**config.mk**
```make
export PLATFORM = sky130hd
export DESIGN_NAME = status_register_flat
export DESIGN_NICKNAME = d
export VERILOG_FILES = /design/src/rtl/status_pkg.sv /design/src/rtl/status_register_if.sv /design/src/rtl/status_shadow_stack.sv /design/src/rtl/status_register.sv /design/src/flat_wrapper.sv
export SDC_FILE = /design/constraint.sdc
export NUM_CORES = 1
export LEC_CHECK = 0
export CAP_MARGIN = 20
export CELL_PAD_IN_SITES_DETAIL_PLACEMENT = 1
export CELL_PAD_IN_SITES_GLOBAL_PLACEMENT = 1
export CORE_MARGIN = 2
export CORE_UTILIZATION = 25
export CTS_CLUSTER_SIZE = 16
export DETAILED_ROUTE_END_ITERATION = 16
export DONT_BUFFER_PORTS = 1
export MAX_ROUTING_LAYER = met4
export PLACE_DENSITY_LB_ADDON = 0.1
export RECOVER_POWER = 25
export SETUP_SLACK_MARGIN = 0.05
export SYNTH_ARGS = -nofsm -noshare
export SYNTH_HDL_FRONTEND = slang
export SYNTH_SLANG_ARGS = --single-unit
export TNS_END_PERCENT = 5
```
**constraint.sdc**
```tcl
create_clock -name clk -period 3.99 [get_ports clk]
set_clock_uncertainty 0.05 [all_clocks]
set_input_delay 0.9975 -clock clk [delete_from_list [all_inputs] [get_ports clk]]
set_output_delay 0.9975 -clock clk [all_outputs]
set_load 0.02 [all_outputs]
```
**src/rtl/status_pkg.sv**
```systemverilog
// status_pkg: shared definitions for the processor status word (PSW).
//   PSW layout: [0] C, [1] Z, [2] N, [3] V, [4] SLP, [7:5] PRI, [15:8] reserved (always 0).
//   Provides the flag index enum, bit-position localparams, the psw_t struct
//   and psw_clean(), which strips the reserved byte from raw write data.
package status_pkg;

  localparam int unsigned PSW_W   = 16;
  localparam int unsigned SLP_BIT = 4;
  localparam int unsigned PRI_LSB = 5;
  localparam int unsigned PRI_MSB = 7;

  typedef enum logic [1:0] {
    C = 2'd0,
    Z = 2'd1,
    N = 2'd2,
    V = 2'd3
  } flag_e;

  // Field order mirrors the bit layout above, MSB first.
  typedef struct packed {
    logic [7:0] rsvd;
    logic [2:0] pri;
    logic       slp;
    logic [3:0] flags;
  } psw_t;

  function automatic psw_t psw_clean(input logic [PSW_W-1:0] raw);
    psw_t p;
    p      = psw_t'(raw);
    p.rsvd = '0;
    return p;
  endfunction

endpackage

```
**src/rtl/status_register_if.sv**
```systemverilog
// status_register_if: bus bundle for status_register.
//   slave  modport: the PSW block (flag/PSW/stack requests in, status out).
//   master modport: whoever drives the requests and consumes the status.
//   Signal names match the original flat port list.
interface status_register_if;
  logic [3:0]  alu_flags;
  logic [3:0]  flag_wr_mask;
  logic [3:0]  cc_set;
  logic [3:0]  cc_clr;
  logic        psw_wr_en;
  logic [15:0] psw_in;
  logic        save_req;
  logic [2:0]  new_pri;
  logic        restore_req;
  logic        err_clr;
  logic [3:0]  status;
  logic [15:0] psw_out;
  logic [3:0]  depth;
  logic        stack_full;
  logic        stack_empty;
  logic        err_overflow;
  logic        err_underflow;

  modport slave (
    input  alu_flags, flag_wr_mask, cc_set, cc_clr, psw_wr_en, psw_in,
           save_req, new_pri, restore_req, err_clr,
    output status, psw_out, depth, stack_full, stack_empty,
           err_overflow, err_underflow
  );

  modport master (
    output alu_flags, flag_wr_mask, cc_set, cc_clr, psw_wr_en, psw_in,
           save_req, new_pri, restore_req, err_clr,
    input  status, psw_out, depth, stack_full, stack_empty,
           err_overflow, err_underflow
  );
endinterface

```
**src/rtl/status_shadow_stack.sv**
```systemverilog
// status_shadow_stack: LIFO of saved PSWs with a single occupancy pointer.
//   clk, rst     clock, async active-high reset (clears the pointer only)
//   push, pop    requests; push ignored when full, pop ignored when empty
//   din          PSW to push
//   top          most recently pushed entry (undefined when empty)
//   depth        occupancy 0..SHADOW_DEPTH
//   full, empty  occupancy flags
module status_shadow_stack
  import status_pkg::*;
#(
  parameter int unsigned SHADOW_DEPTH = 4
) (
  input  logic       clk,
  input  logic       rst,
  input  logic       push,
  input  logic       pop,
  input  psw_t       din,
  output psw_t       top,
  output logic [3:0] depth,
  output logic       full,
  output logic       empty
);

  localparam int unsigned AW = (SHADOW_DEPTH > 1) ? $clog2(SHADOW_DEPTH) : 1;

  psw_t       mem [SHADOW_DEPTH];
  logic [3:0] ptr;
  logic [3:0] top_ptr;

  always_comb begin
    top_ptr = ptr - 4'd1;
    top     = mem[top_ptr[AW-1:0]];
    depth   = ptr;
    full    = (ptr == 4'(SHADOW_DEPTH));
    empty   = (ptr == '0);
  end

  always_ff @(posedge clk or posedge rst) begin
    if (rst) begin
      ptr <= '0;
    end else if (push && !full) begin
      ptr <= ptr + 4'd1;
    end else if (pop && !empty) begin
      ptr <= ptr - 4'd1;
    end
  end

  // Storage needs no reset: entries above the pointer are never read.
  always_ff @(posedge clk) begin
    if (push && !full) begin
      mem[ptr[AW-1:0]] <= din;
    end
  end

endmodule

```
**src/rtl/status_register.sv**
```systemverilog
// status_register: processor status word with flag update precedence and a
// shadow stack for exception entry/return.
//   clk, rst   clock, async active-high reset
//   bus        status_register_if.slave: ALU/SETCC/CLRCC flag updates, PSW
//              write, save/restore requests, err_clr; status, psw_out,
//              depth, stack_full/empty and sticky error outputs.
//   Macro STATUS_BYPASS_EN: when defined, status shows the next-state flags
//   combinationally; otherwise status is the registered flags.
module status_register
  import status_pkg::*;
#(
  parameter int unsigned SHADOW_DEPTH = 4,
  parameter logic [2:0]  RESET_PRI    = 3'd7
) (
  input logic               clk,
  input logic               rst,
  status_register_if.slave  bus
);

  psw_t       psw_q;
  psw_t       psw_d;
  psw_t       stack_top;
  logic [3:0] stack_depth;
  logic       full;
  logic       empty;
  logic       save_ok;
  logic       restore_ok;
  logic       ovf_set;
  logic       unf_set;
  logic       ovf_q;
  logic       unf_q;

  // Simultaneous save and restore cancel each other without raising an error.
  always_comb begin
    save_ok    = bus.save_req    & ~bus.restore_req & ~full;
    restore_ok = bus.restore_req & ~bus.save_req    & ~empty;
    ovf_set    = bus.save_req    & ~bus.restore_req &  full;
    unf_set    = bus.restore_req & ~bus.save_req    &  empty;
  end

  always_comb begin
    psw_d = psw_q;
    if (restore_ok) begin
      psw_d = stack_top;
    end else if (bus.psw_wr_en) begin
      psw_d = psw_clean(bus.psw_in);
    end else begin
      for (int unsigned i = 0; i < 4; i++) begin
        if (bus.cc_set[i]) begin
          psw_d.flags[i] = 1'b1;
        end else if (bus.cc_clr[i]) begin
          psw_d.flags[i] = 1'b0;
        end else if (bus.flag_wr_mask[i]) begin
          psw_d.flags[i] = bus.alu_flags[i];
        end
      end
    end
    // Exception entry overrides PRI/SLP on top of whichever update won above.
    if (save_ok) begin
      psw_d.pri = bus.new_pri;
      psw_d.slp = 1'b0;
    end
  end

  always_ff @(posedge clk or posedge rst) begin
    if (rst) begin
      psw_q <= '{rsvd: '0, pri: RESET_PRI, slp: 1'b0, flags: '0};
      ovf_q <= 1'b0;
      unf_q <= 1'b0;
    end else begin
      psw_q <= psw_d;
      ovf_q <= ovf_set | (ovf_q & ~bus.err_clr);
      unf_q <= unf_set | (unf_q & ~bus.err_clr);
    end
  end

  status_shadow_stack #(
    .SHADOW_DEPTH (SHADOW_DEPTH)
  ) u_stack (
    .clk   (clk),
    .rst   (rst),
    .push  (save_ok),
    .pop   (restore_ok),
    .din   (psw_q),
    .top   (stack_top),
    .depth (stack_depth),
    .full  (full),
    .empty (empty)
  );

  always_comb begin
`ifdef STATUS_BYPASS_EN
    // Forced to 0 in reset so the bypass path cannot leak pending updates.
    bus.status = rst ? '0 : psw_d.flags;
`else
    bus.status = psw_q.flags;
`endif
    bus.psw_out       = psw_q;
    bus.depth         = stack_depth;
    bus.stack_full    = full;
    bus.stack_empty   = empty;
    bus.err_overflow  = ovf_q;
    bus.err_underflow = unf_q;
  end

endmodule
```
**src/flat_wrapper.sv**
```systemverilog
// flat-port wrapper written by rule: the top's interface ports become plain ports
module status_register_flat import status_pkg::*;
#(
  parameter int unsigned SHADOW_DEPTH = 4,
  parameter logic [2:0]  RESET_PRI    = 3'd7
)
  (clk, rst, bus_alu_flags, bus_flag_wr_mask, bus_cc_set, bus_cc_clr, bus_psw_wr_en, bus_psw_in, bus_save_req, bus_new_pri, bus_restore_req, bus_err_clr, bus_status, bus_psw_out, bus_depth, bus_stack_full, bus_stack_empty, bus_err_overflow, bus_err_underflow);
  status_register_if bus_i ();
  input logic clk;
  input logic rst;
  input wire logic [$bits(bus_i.alu_flags)-1:0] bus_alu_flags;
  input wire logic [$bits(bus_i.flag_wr_mask)-1:0] bus_flag_wr_mask;
  input wire logic [$bits(bus_i.cc_set)-1:0] bus_cc_set;
  input wire logic [$bits(bus_i.cc_clr)-1:0] bus_cc_clr;
  input wire logic [$bits(bus_i.psw_wr_en)-1:0] bus_psw_wr_en;
  input wire logic [$bits(bus_i.psw_in)-1:0] bus_psw_in;
  input wire logic [$bits(bus_i.save_req)-1:0] bus_save_req;
  input wire logic [$bits(bus_i.new_pri)-1:0] bus_new_pri;
  input wire logic [$bits(bus_i.restore_req)-1:0] bus_restore_req;
  input wire logic [$bits(bus_i.err_clr)-1:0] bus_err_clr;
  output wire logic [$bits(bus_i.status)-1:0] bus_status;
  output wire logic [$bits(bus_i.psw_out)-1:0] bus_psw_out;
  output wire logic [$bits(bus_i.depth)-1:0] bus_depth;
  output wire logic [$bits(bus_i.stack_full)-1:0] bus_stack_full;
  output wire logic [$bits(bus_i.stack_empty)-1:0] bus_stack_empty;
  output wire logic [$bits(bus_i.err_overflow)-1:0] bus_err_overflow;
  output wire logic [$bits(bus_i.err_underflow)-1:0] bus_err_underflow;
  assign bus_i.alu_flags = bus_alu_flags;
  assign bus_i.flag_wr_mask = bus_flag_wr_mask;
  assign bus_i.cc_set = bus_cc_set;
  assign bus_i.cc_clr = bus_cc_clr;
  assign bus_i.psw_wr_en = bus_psw_wr_en;
  assign bus_i.psw_in = bus_psw_in;
  assign bus_i.save_req = bus_save_req;
  assign bus_i.new_pri = bus_new_pri;
  assign bus_i.restore_req = bus_restore_req;
  assign bus_i.err_clr = bus_err_clr;
  assign bus_status = bus_i.status;
  assign bus_psw_out = bus_i.psw_out;
  assign bus_depth = bus_i.depth;
  assign bus_stack_full = bus_i.stack_full;
  assign bus_stack_empty = bus_i.stack_empty;
  assign bus_err_overflow = bus_i.err_overflow;
  assign bus_err_underflow = bus_i.err_underflow;
  status_register #(.SHADOW_DEPTH(SHADOW_DEPTH), .RESET_PRI(RESET_PRI)) u_core (.clk(clk), .rst(rst), .bus(bus_i));
endmodule
```
==> out/results.ini, run 1 <==
[detailed_routing]
drtAntennaViolNets=0
drt-vias-per-instance=4.53
drt_pass1_iterations=4
post_drt_wl_per_cell_um=20.2
routed-wl-met3_um=498
drc=0
drt-initial-drc-count=110
wl_met2_um=3920
num_vias=1842
dr.max_layer_used=met4
wl_um=8230
wl_met1_um=3700

[critical_path]
path_class=flop to primary output
reg2reg_from=u_core.u_stack.depth[1]
endpoint_kind=primary output
r2r_setup_slack_ns=1.26
critPathCapture=bus_stack_empty
worstPathRequired_ns=2.94
rr_worst_depth=7
start_kind=flop
arrival_ns=1.71
critPathLaunch=u_core.u_stack.depth[1]
r2r_end=u_core.u_stack.mem[1][2]
critPathMaxFanout=7

[logic_synthesis]
synth_edf_count=64
synthFlopType=edfxtp_1
syn_avg_cell_area_um2=16.4
ys_types=36
syn_nets=261
synthCells=216
ys_ff_latch=86
yosysWarnings=0
yosysSeqAreaShare_pct=70.0
synth-async-reset-ratio_pct=25.6
syn_area_mm2=0.00354

[clock_network]
clkSinkCount=86
hold_buffers=0
postCtsSetupRepairBufs=0
htreeDepth=3
cts.repair.resized=0
clk_path_buf_depth=2
clkTransAtPathRegs_ns=0.06
root_buffer=clkbuf_16
cts_tree=built
clk_latency_ns=0.34
cts_buffers=9

[layout]
stdcell_area_mm2=0.00407
synthToLayoutAreaGrowth_pct=14.9
antenna_cells=0
fin_nets=267
drive_gt1_share_pct=18.1

[timing]
hold_slack_ns=0.540
period_needed_ns=2.75
worst_pin_slew_ns=1.01
relSlewSlack_pct=32.4
rsz0062_at_grt=false
slew_viol_final=0
fmax_mhz=363
min_period_over_period_pct=69.0
tns_ns=0
report.final.hold_viol_count=0
setup_violations=0

[die]
chipWidth_um=123
initial_core_util_pct=25.6
die_area_mm2=0.0151
rows=43
core_mm2=0.0138
die_h_um=123
boundaryPins=69

[hold_path]
worstHoldPathType=flop to flop

[power_and_ir_drop]
p_leak_uw=0.00143
ir_drop_mv=0.318
finalPower_uw=3150
power_density_mw_per_mm2=774

[global_route]
grt_pass1_wl_um=12800
grt_usage_pct=12.4
grt_max_degree=23
grt_pass1_vias=2084
antenna_found_initial=0
grt_overflow_total=0

[placement]
post-dp-hpwl_um=5060
gp_congestion=0.683
placed_area_mm2=0.00373
portBuffers=0

[outcome]
outcome=complete, no violations

[job]
max_cap_viol_count=0

-- routing by layer --
metal | GRT usage [%] | up-vias
met5 | - | -
met4 | 3.62 | 0
met3 | 5.44 | 9
met2 | 18.8 | 49
met1 | 15.1 | 962
li1 | - | 822
-- logic make-up after synthesis --
| logic type | Yosys count | synth area share [%] |
|---|---|---|
| AOI/OAI and AO/OA | 34 | 6.12 |
| xor gates and xnor gates | 3 | 0.743 |
| adders and majority gates | 4 | 1.41 |
| buffers and inverters | 24 | 3.92 |
| DFF | 86 | 70.0 |
| muxes | 21 | 11.6 |
| and+or+nand+nor | 44 | 6.22 |
-- flip-flops by register name (all words and copies together), names as in the netlist --
signal,count
u_core.u_stack.mem,64
u_core.bus.psw_out,12
u_core.bus.status,4
u_core.u_stack.depth,4
u_core.bus.err_overflow,1
u_core.bus.err_underflow,1
-- cell usage in the layout, fill, tap and decap left out, types with 6 or more instances in the layout --
cell type,n
buf_4,8
clkbuf_16,9
dfrtp_1,19
edfxtp_1,64
inv_1,11
mux4_2,16
nand2_1,19
nor2_1,8
o21ai_0,6
o21ai_1,7
-- how the worst min path moves through the flow --
stage,depth (start not counted),end,slack [ns],from
global placement,2,u_core.u_stack.depth[0],0.52,u_core.u_stack.depth[0]
CTS,2,u_core.u_stack.depth[0],0.55,u_core.u_stack.depth[0]
global route,2,u_core.bus.psw_out[14],0.60,rst
finish,2,u_core.u_stack.depth[0],0.54,u_core.u_stack.depth[0]
floorplan,2,u_core.bus.psw_out[5],0.50,u_core.bus.psw_out[5]
detailed placement,2,u_core.u_stack.depth[0],0.54,u_core.u_stack.depth[0]
-- per-stage QoR --
stage               instances  worst slack, ns  utilization [%]
floorplan                 216             1.40                -
global placement          391             1.20             26.9
detailed placement        391             1.25             26.9
CTS                       407             1.19             29.4
global route              407             1.08             29.4
finish                    407             1.24             29.4
-- Yosys cell counts, types with 2 or more instances --
cell | n | share of area [%]
o21ai_0 | 6 | 0.85
and2_1 | 4 | 0.71
a31oi_1 | 3 | 0.53
mux2i_1 | 5 | 1.4
nand2_1 | 19 | 2.0
o211ai_1 | 5 | 1.1
nand2b_1 | 3 | 0.53
buf_6 | 4 | 1.3
a21oi_1 | 5 | 0.71
o21ai_1 | 7 | 0.99
nor2_1 | 8 | 0.85
inv_1 | 11 | 1.2
nand3_1 | 3 | 0.42
buf_4 | 4 | 0.85
edfxtp_1 | 64 | 54
buf_2 | 2 | 0.28
a22oi_1 | 4 | 0.85
mux4_2 | 16 | 10
dfstp_2 | 3 | 2.2
clkbuf_1 | 2 | 0.21
ha_1 | 4 | 1.4
xnor2_1 | 2 | 0.50
dfrtp_1 | 19 | 13
-- critical path, cell delays in order (launching register included) --
cell and delay [ns]:
dfrtp_1 0.52, inv_1 0.14, ha_1 0.24, nor3b_4 0.47
-- power by group --
group | internal (µW) | switching (µW) | total (µW)
clock network | 627 | 336 | 964
logic | 325 | 385 | 710
registers | 1200 | 273 | 1480
total | 2150 | 995 | 3150
-- area by class of cell --
type,count,area [µm²]
Clock buffer,12,246
Clock inverter,4,93.8
Fill cell,1430,9760
Inverter,11,41.3
Multi-Input combinational cell,106,923
Sequential cell,86,2480
Tap cell,180,225
Timing Repair Buffer,8,60.1
Power figures use the tool's default switching activity.
==> run 2, diff against run 1 <==
- clock period: 3.99 -> 2.25 ns (I/O delays scaled with it)
==> out/results.ini, run 2 (synthesized netlist as in run 1, its figures left out) <==
[clock_network]
clk_path_buf_depth=2  ; unchanged
hold_buffers=0  ; unchanged
cts_buffers=9  ; unchanged
htreeDepth=3  ; unchanged
clk_latency_ns=0.33  ; about the same
cts_tree=built
clkTransAtPathRegs_ns=0.06  ; about the same
root_buffer=clkbuf_16
clkSinkCount=86  ; unchanged

[die]
boundaryPins=69  ; unchanged
rows=43  ; unchanged
die_area_mm2=0.0151  ; unchanged
core_mm2=0.0138  ; unchanged
die_h_um=123  ; unchanged
initial_core_util_pct=25.6  ; unchanged
chipWidth_um=123  ; unchanged

[job]
max_cap_viol_count=1  ; +1

[timing]
layout_setup_ws_ns=0.200  ; -1.04 ns
period_needed_ns=2.05
worst_pin_slew_ns=1.51  ; +0.493 ns
report.final.hold_viol_count=0  ; unchanged
setup_violations=0  ; unchanged
fmax_mhz=488
min_period_over_period_pct=91.1
tns_ns=0  ; unchanged
rsz0062_at_grt=false
relSlewSlack_pct=-0.501  ; -33 points
slew_viol_final=23  ; +23

[hold_path]
worstHoldPathType=input pin to flop

[layout]
layout_common_cells=64 x edfxtp_1, 19 x nand2_1, 18 x dfrtp_1
fin_nets=271  ; +1.5%
antenna_cells=0  ; unchanged
largest_register_ffs=64  ; unchanged
final_cells=411  ; +0.98%
layout_commonest_cell=edfxtp_1
drive_gt1_share_pct=24.2  ; +6.2 points
stdcell_area_mm2=0.00407  ; +0.18%
synthToLayoutAreaGrowth_pct=15.1

[detailed_routing]
drt_pass1_iterations=4  ; unchanged
post_drt_wl_per_cell_um=20.1  ; -0.36%
wl_um=8280  ; +0.62%
drt-initial-drc-count=99  ; -10%
num_vias=1827  ; -0.81%
drtAntennaViolNets=0  ; unchanged
drc=0  ; unchanged
drt-vias-per-instance=4.45  ; -1.8%

[global_route]
grt_pass1_wl_um=12800  ; +0.54%
grt_overflow_total=0  ; unchanged
grt_pass1_vias=2005  ; -3.8%
grt_usage_pct=12.5  ; +0.056 points
grt_max_degree=23  ; unchanged
antenna_found_initial=0  ; unchanged

[power_and_ir_drop]
finalPower_uw=5490  ; +74%
p_leak_uw=0.00142  ; -0.44%
ir_drop_mv=0.399  ; +26%
power_density_mw_per_mm2=1350  ; +74%

[placement]
dp.cells=394  ; +0.77%
preCtsSetupSlack_ns=0.217  ; -1.03 ns
post-dp-hpwl_um=5130  ; +1.3%
placed_area_mm2=0.00376  ; +1.0%
gp_congestion=0.696  ; +1.8%
portBuffers=0  ; unchanged

[outcome]
violations=max-capacitance violations, max-slew violations
outcome=finished, violations left

[critical_path]
worstPathRequired_ns=1.64  ; -1.30 ns
arrival_ns=1.44  ; -0.27 ns
endpoint_kind=primary output
start_kind=flop
critPathMaxFanout=4  ; -3
path_class=flop to primary output

## run 2: cell count changes in the layout (fill, tap and decap cells not counted), sizes merged
| cell | previous run | this run |
|---|---|---|
| bufinv | 3 | 1 |
| inv | 11 | 12 |
| clkinvlp | 0 | 1 |
| buf | 8 | 11 |
| clkinv | 1 | 2 |
## run 2: final cells by class
| type | instances | area (µm²) |
|---|---|---|
| repair buffers | 12 | 86.3 |
| inverters | 11 | 41.3 |
| clock inverters | 5 | 60.1 |
| clock buffers | 11 | 233 |
| well taps | 180 | 225 |
| flip-flops and latches | 86 | 2480 |
| multi-input cells | 106 | 951 |
| fillers | 1420 | 9750 |
## run 2: worst paths after layout
check	startpoint	to	slack, ns	cells past startpoint
worst max register to register	u_core.u_stack.depth[1]	u_core.bus.psw_out[8]	0.26	7
min in group asynchronous	rst	u_core.u_stack.depth[3]	0.57	2
worst min-delay path	bus_psw_in[5]	u_core.bus.psw_out[5]	0.28	2
worst min register to register	u_core.u_stack.depth[0]	u_core.u_stack.depth[0]	0.54	2
max in group asynchronous	rst	u_core.u_stack.depth[0]	0.57	2
worst max-delay path	u_core.u_stack.depth[0]	bus_stack_full	0.20	5
## run 2: power breakdown
group	switching, µW	internal (µW)	total, µW
Sequential	429	2140	2570
Combinational	787	663	1450
Clock	610	865	1470
Total	1830	3670	5490
## run 2: routing by layer
metal	track usage [%]	routed length [µm]	vias up
met5	-	0	-
met4	5.33	159	0
met3	3.87	478	10
met2	18.0	3780	43
met1	16.3	3870	939
li1	-	-	835
## run 2: worst max-delay path, cell delays in order (launching register included)
cell and delay (ns):
dfrtp_2 0.40, inv_2 0.11, ha_4 0.17, nand3b_1 0.15, inv_2 0.14, buf_4 0.15
## run 2: stage by stage
step	utilization (%)	hold WS, ns
floorplan	-	0.499
global placement	27.2	0.495
detailed placement	27.2	0.500
CTS	29.4	0.129
global route	29.5	0.267
finish	29.5	0.278
## run 2: repair_timing
item,in CTS,in global routing
pin swaps,0,0
gates resized for setup,1,3
buffers inserted,1,0
cloned,0,0
endpoints found under the setup margin,2,10
==> run 3, diff against run 2 <==
- SYNTH_HIERARCHICAL: default -> 1
==> out/results.ini, run 3 <==
[outcome]
outcome=complete, no violations

[critical_path]
r2r_setup_slack_ns=0.17  ; -0.09 ns
rr_worst_depth=9  ; +2
arrival_ns=2.30  ; +0.86 ns
crit_slowest_cell=dfrtp_1
crit_path_cell_trace=inv_1 -> ha_4 -> nor3b_2 -> or3b_4 -> clkinv_8 -> buf_4 -> mux2_1 -> o22ai_1 -> xnor2_1
r2r_end=u_core/u_stack/depth[0]
worstPathRequired_ns=2.46  ; +0.82 ns
critPathMaxFanout=9  ; +5
cpLargestDelayFamily=simple AND/OR/NAND/NOR gates
endpoint_kind=flop
reg2reg_from=u_core/u_stack/depth[1]
path_class=flop to flop
start_kind=flop
crit_buf_inv=3  ; unchanged
slowest_delay_ns=0.37  ; -0.03 ns

[timing]
layout_setup_ws_ns=0.166  ; -0.0338 ns
period_needed_ns=2.08  ; +0.0338 ns
slew_viol_final=0  ; -100%
setup_violations=0  ; unchanged
relSlewSlack_pct=13.0  ; +13 points
worst_pin_slew_ns=1.31  ; -0.202 ns
min_period_over_period_pct=92.6  ; +1.5 points
fmax_mhz=480  ; -1.6%
report.final.hold_viol_count=0  ; unchanged
rsz0062_at_grt=false
tns_ns=0  ; unchanged

[logic_synthesis]
synth_area_leader_cell=edfxtp_1
ys_types=44  ; +22%
synthFlopType=edfxtp_1
yosysSeqAreaShare_pct=66.9  ; -3.0 points
synth.top_cells.by_count=64 x edfxtp_1, 20 x nand2_1, 19 x dfrtp_1
synth-async-reset-ratio_pct=25.6  ; unchanged
synth_area_leaders=edfxtp_1 52%, dfrtp_1 13%, mux4_2 9.7%, nand3b_1 2.6%, dfstp_2 2.1%
yosysWarnings=6  ; +6
syn_avg_cell_area_um2=15.8  ; -3.5%
yosysMostFrequentCell=edfxtp_1
synth_edf_count=64  ; unchanged
synthCells=234  ; +8.3%
synth_top_cell_area_share_pct=52.0  ; -2.4 points
ys_ff_latch=86  ; unchanged
syn_area_mm2=0.00370  ; +4.5%
syn_nets=279  ; +6.9%

[global_route]
grt_pass1_vias=2344  ; +17%
grt_max_degree=27  ; +17%
antenna_found_initial=0  ; unchanged
grt_usage_pct=12.6  ; +0.12 points
grt_pass1_wl_um=14100  ; +10%
grt_overflow_total=0  ; unchanged

[placement]
preCtsSetupSlack_ns=0.0341  ; -0.183 ns
post-dp-hpwl_um=5710  ; +11%
portBuffers=0  ; unchanged
dp.cells=422  ; +7.1%
gp_congestion=0.675  ; -3.0%

[detailed_routing]
num_vias=2027  ; +11%
drt_pass1_iterations=4  ; unchanged
drt-initial-drc-count=94  ; -5.1%
drc=0  ; unchanged
drt-vias-per-instance=4.62  ; +3.9%
post_drt_wl_per_cell_um=20.4  ; +1.1%
wl_um=8940  ; +8.0%
drtAntennaViolNets=0  ; unchanged

[hold_path]
min_to=u_core/bus.err_overflow
holdPathStages=1  ; -1
worstHoldPathType=input pin to flop
hold_start=bus_err_clr

[die]
die_h_um=126  ; +2.2%
chipWidth_um=126  ; +2.2%
core_mm2=0.0145  ; +4.7%
boundaryPins=69  ; unchanged
rows=44  ; +2.3%
initial_core_util_pct=25.5  ; -0.046 points
die_area_mm2=0.0158  ; +4.4%

[clock_network]
postCtsSetupRepairBufs=0  ; -1
clkSinkCount=86  ; unchanged
cts_tree=built
cts_buffers=9  ; unchanged
clk_path_buf_depth=2  ; unchanged
clkTransAtPathRegs_ns=0.06  ; about the same
root_buffer=clkbuf_16
htreeDepth=3  ; unchanged
clk_latency_ns=0.34  ; about the same

[layout]
synthToLayoutAreaGrowth_pct=17.9
layout_common_cells=64 x edfxtp_1, 19 x nand2_1, 18 x dfrtp_1
final_core_util_pct=30.1  ; +0.66 points
antenna_cells=0  ; unchanged
layout_commonest_cell=edfxtp_1
final_cells=439  ; +6.8%
fillCellCount=1529  ; +7.7%
drive_gt1_share_pct=24.7  ; +0.46 points
fin_nets=295  ; +8.9%
largest_register_ffs=64  ; unchanged

[power_and_ir_drop]
switchingPower_uw=1930  ; +5.6%
p_sw_share_pct=33.7  ; +0.47 points
p_leak_uw=0.00157  ; +10%
internal_power_uw=3790  ; +3.4%
power_frac_comb_pct=29.9  ; +3.5 points
power.share.clock_pct=25.4  ; -1.4 points
power_density_mw_per_mm2=1310  ; -2.7%
ir_drop_mv=0.573  ; +43%
seqPwrFrac_pct=44.7  ; -2.1 points

[job]
max_cap_viol_count=0  ; -1

-- run 3: cell count changes in the layout (fill, tap and decap cells not counted), moves of 4 or more --
cell	delta
and2_4	-4
a22oi_1	-4
buf_12	+5
o21ai_1	-7
a211oi_1	+4
nand3b_1	+12
-- run 3: metrics by stage --
stage	hold WS (ns)	total power (µW)	instance area, µm²
2_1_floorplan	0.279	3830	3770
3_3_place_gp	0.322	4380	4070
3_5_place_dp	0.325	4390	4070
4_1_cts	0.104	5870	4370
5_1_grt	0.265	6090	4360
6_report	0.276	5720	4360
-- run 3: worst max-delay path by stage --
stage	from	end	slack [ns]	cells after the start
floorplan	u_core/u_stack/depth[0]	u_core/u_stack/mem[0][0]	-0.46	10
global placement	u_core/u_stack/depth[1]	u_core/u_stack/depth[0]	0.08	9
detailed placement	u_core/u_stack/depth[1]	u_core/u_stack/depth[0]	0.03	9
CTS	u_core/u_stack/depth[1]	u_core/u_stack/depth[0]	0.14	9
global route	u_core/u_stack/depth[1]	u_core/u_stack/depth[0]	0.05	9
finish	u_core/u_stack/depth[1]	u_core/u_stack/depth[0]	0.17	9
-- run 3: layout make-up --
class	instances	area (µm²)	area share, %
sequential	86	2480	56.8
multi-input combinational	120	1090	25.0
clock buffer	11	233	5.34
tap	184	230	5.28
timing repair buffer	21	219	5.02
inverter	12	60.1	1.38
clock inverter	5	51.3	1.18
-- run 3: routing by layer --
metal,vias up,share of wire (%),global-route usage [%]
li1,920,-,-
met1,1041,48,16.5
met2,57,46,18.4
met3,9,5.4,4.80
met4,0,1.1,3.53
met5,-,0,-
-- run 3: power by group through the flow --
stage / clock [µW] / sequential [µW] / combinational, µW
after detailed placement: 0 / 2610 / 1780
after global routing: 1580 / 2620 / 1890
after floorplan: 0 / 2540 / 1290
after global placement: 0 / 2600 / 1770
final: 1450 / 2560 / 1710
after CTS: 1510 / 2580 / 1780
-- run 3: worst reg2reg max path: stages (launching register included) --
cell and delay (ns):
dfrtp_1 0.37, inv_1 0.11, ha_4 0.20, nor3b_2 0.20, or3b_4 0.20, clkinv_8 0.07, buf_4 0.17, mux2_1 0.29
o22ai_1 0.20, xnor2_1 0.15
-- run 3: what timing repair did --
action,in CTS,in global routing
endpoints found under the setup margin,1,0
endpoints found under the hold margin,4,0
resized for setup,1,0
hold buffers,1,0
-- run 3: cells by family (layout without fill, tap and decap cells) --
kind of cell | after synthesis | count (layout) | synth area share (%)
compound gates | 33 | 33 | 6.26
mux | 20 | 20 | 10.9
simple gates | 62 | 62 | 9.44
fa+ha+maj | 4 | 4 | 1.35
xor+xnor | 1 | 1 | 0.237
flops | 86 | 86 | 66.9
buf+inv | 28 | 49 | 4.87
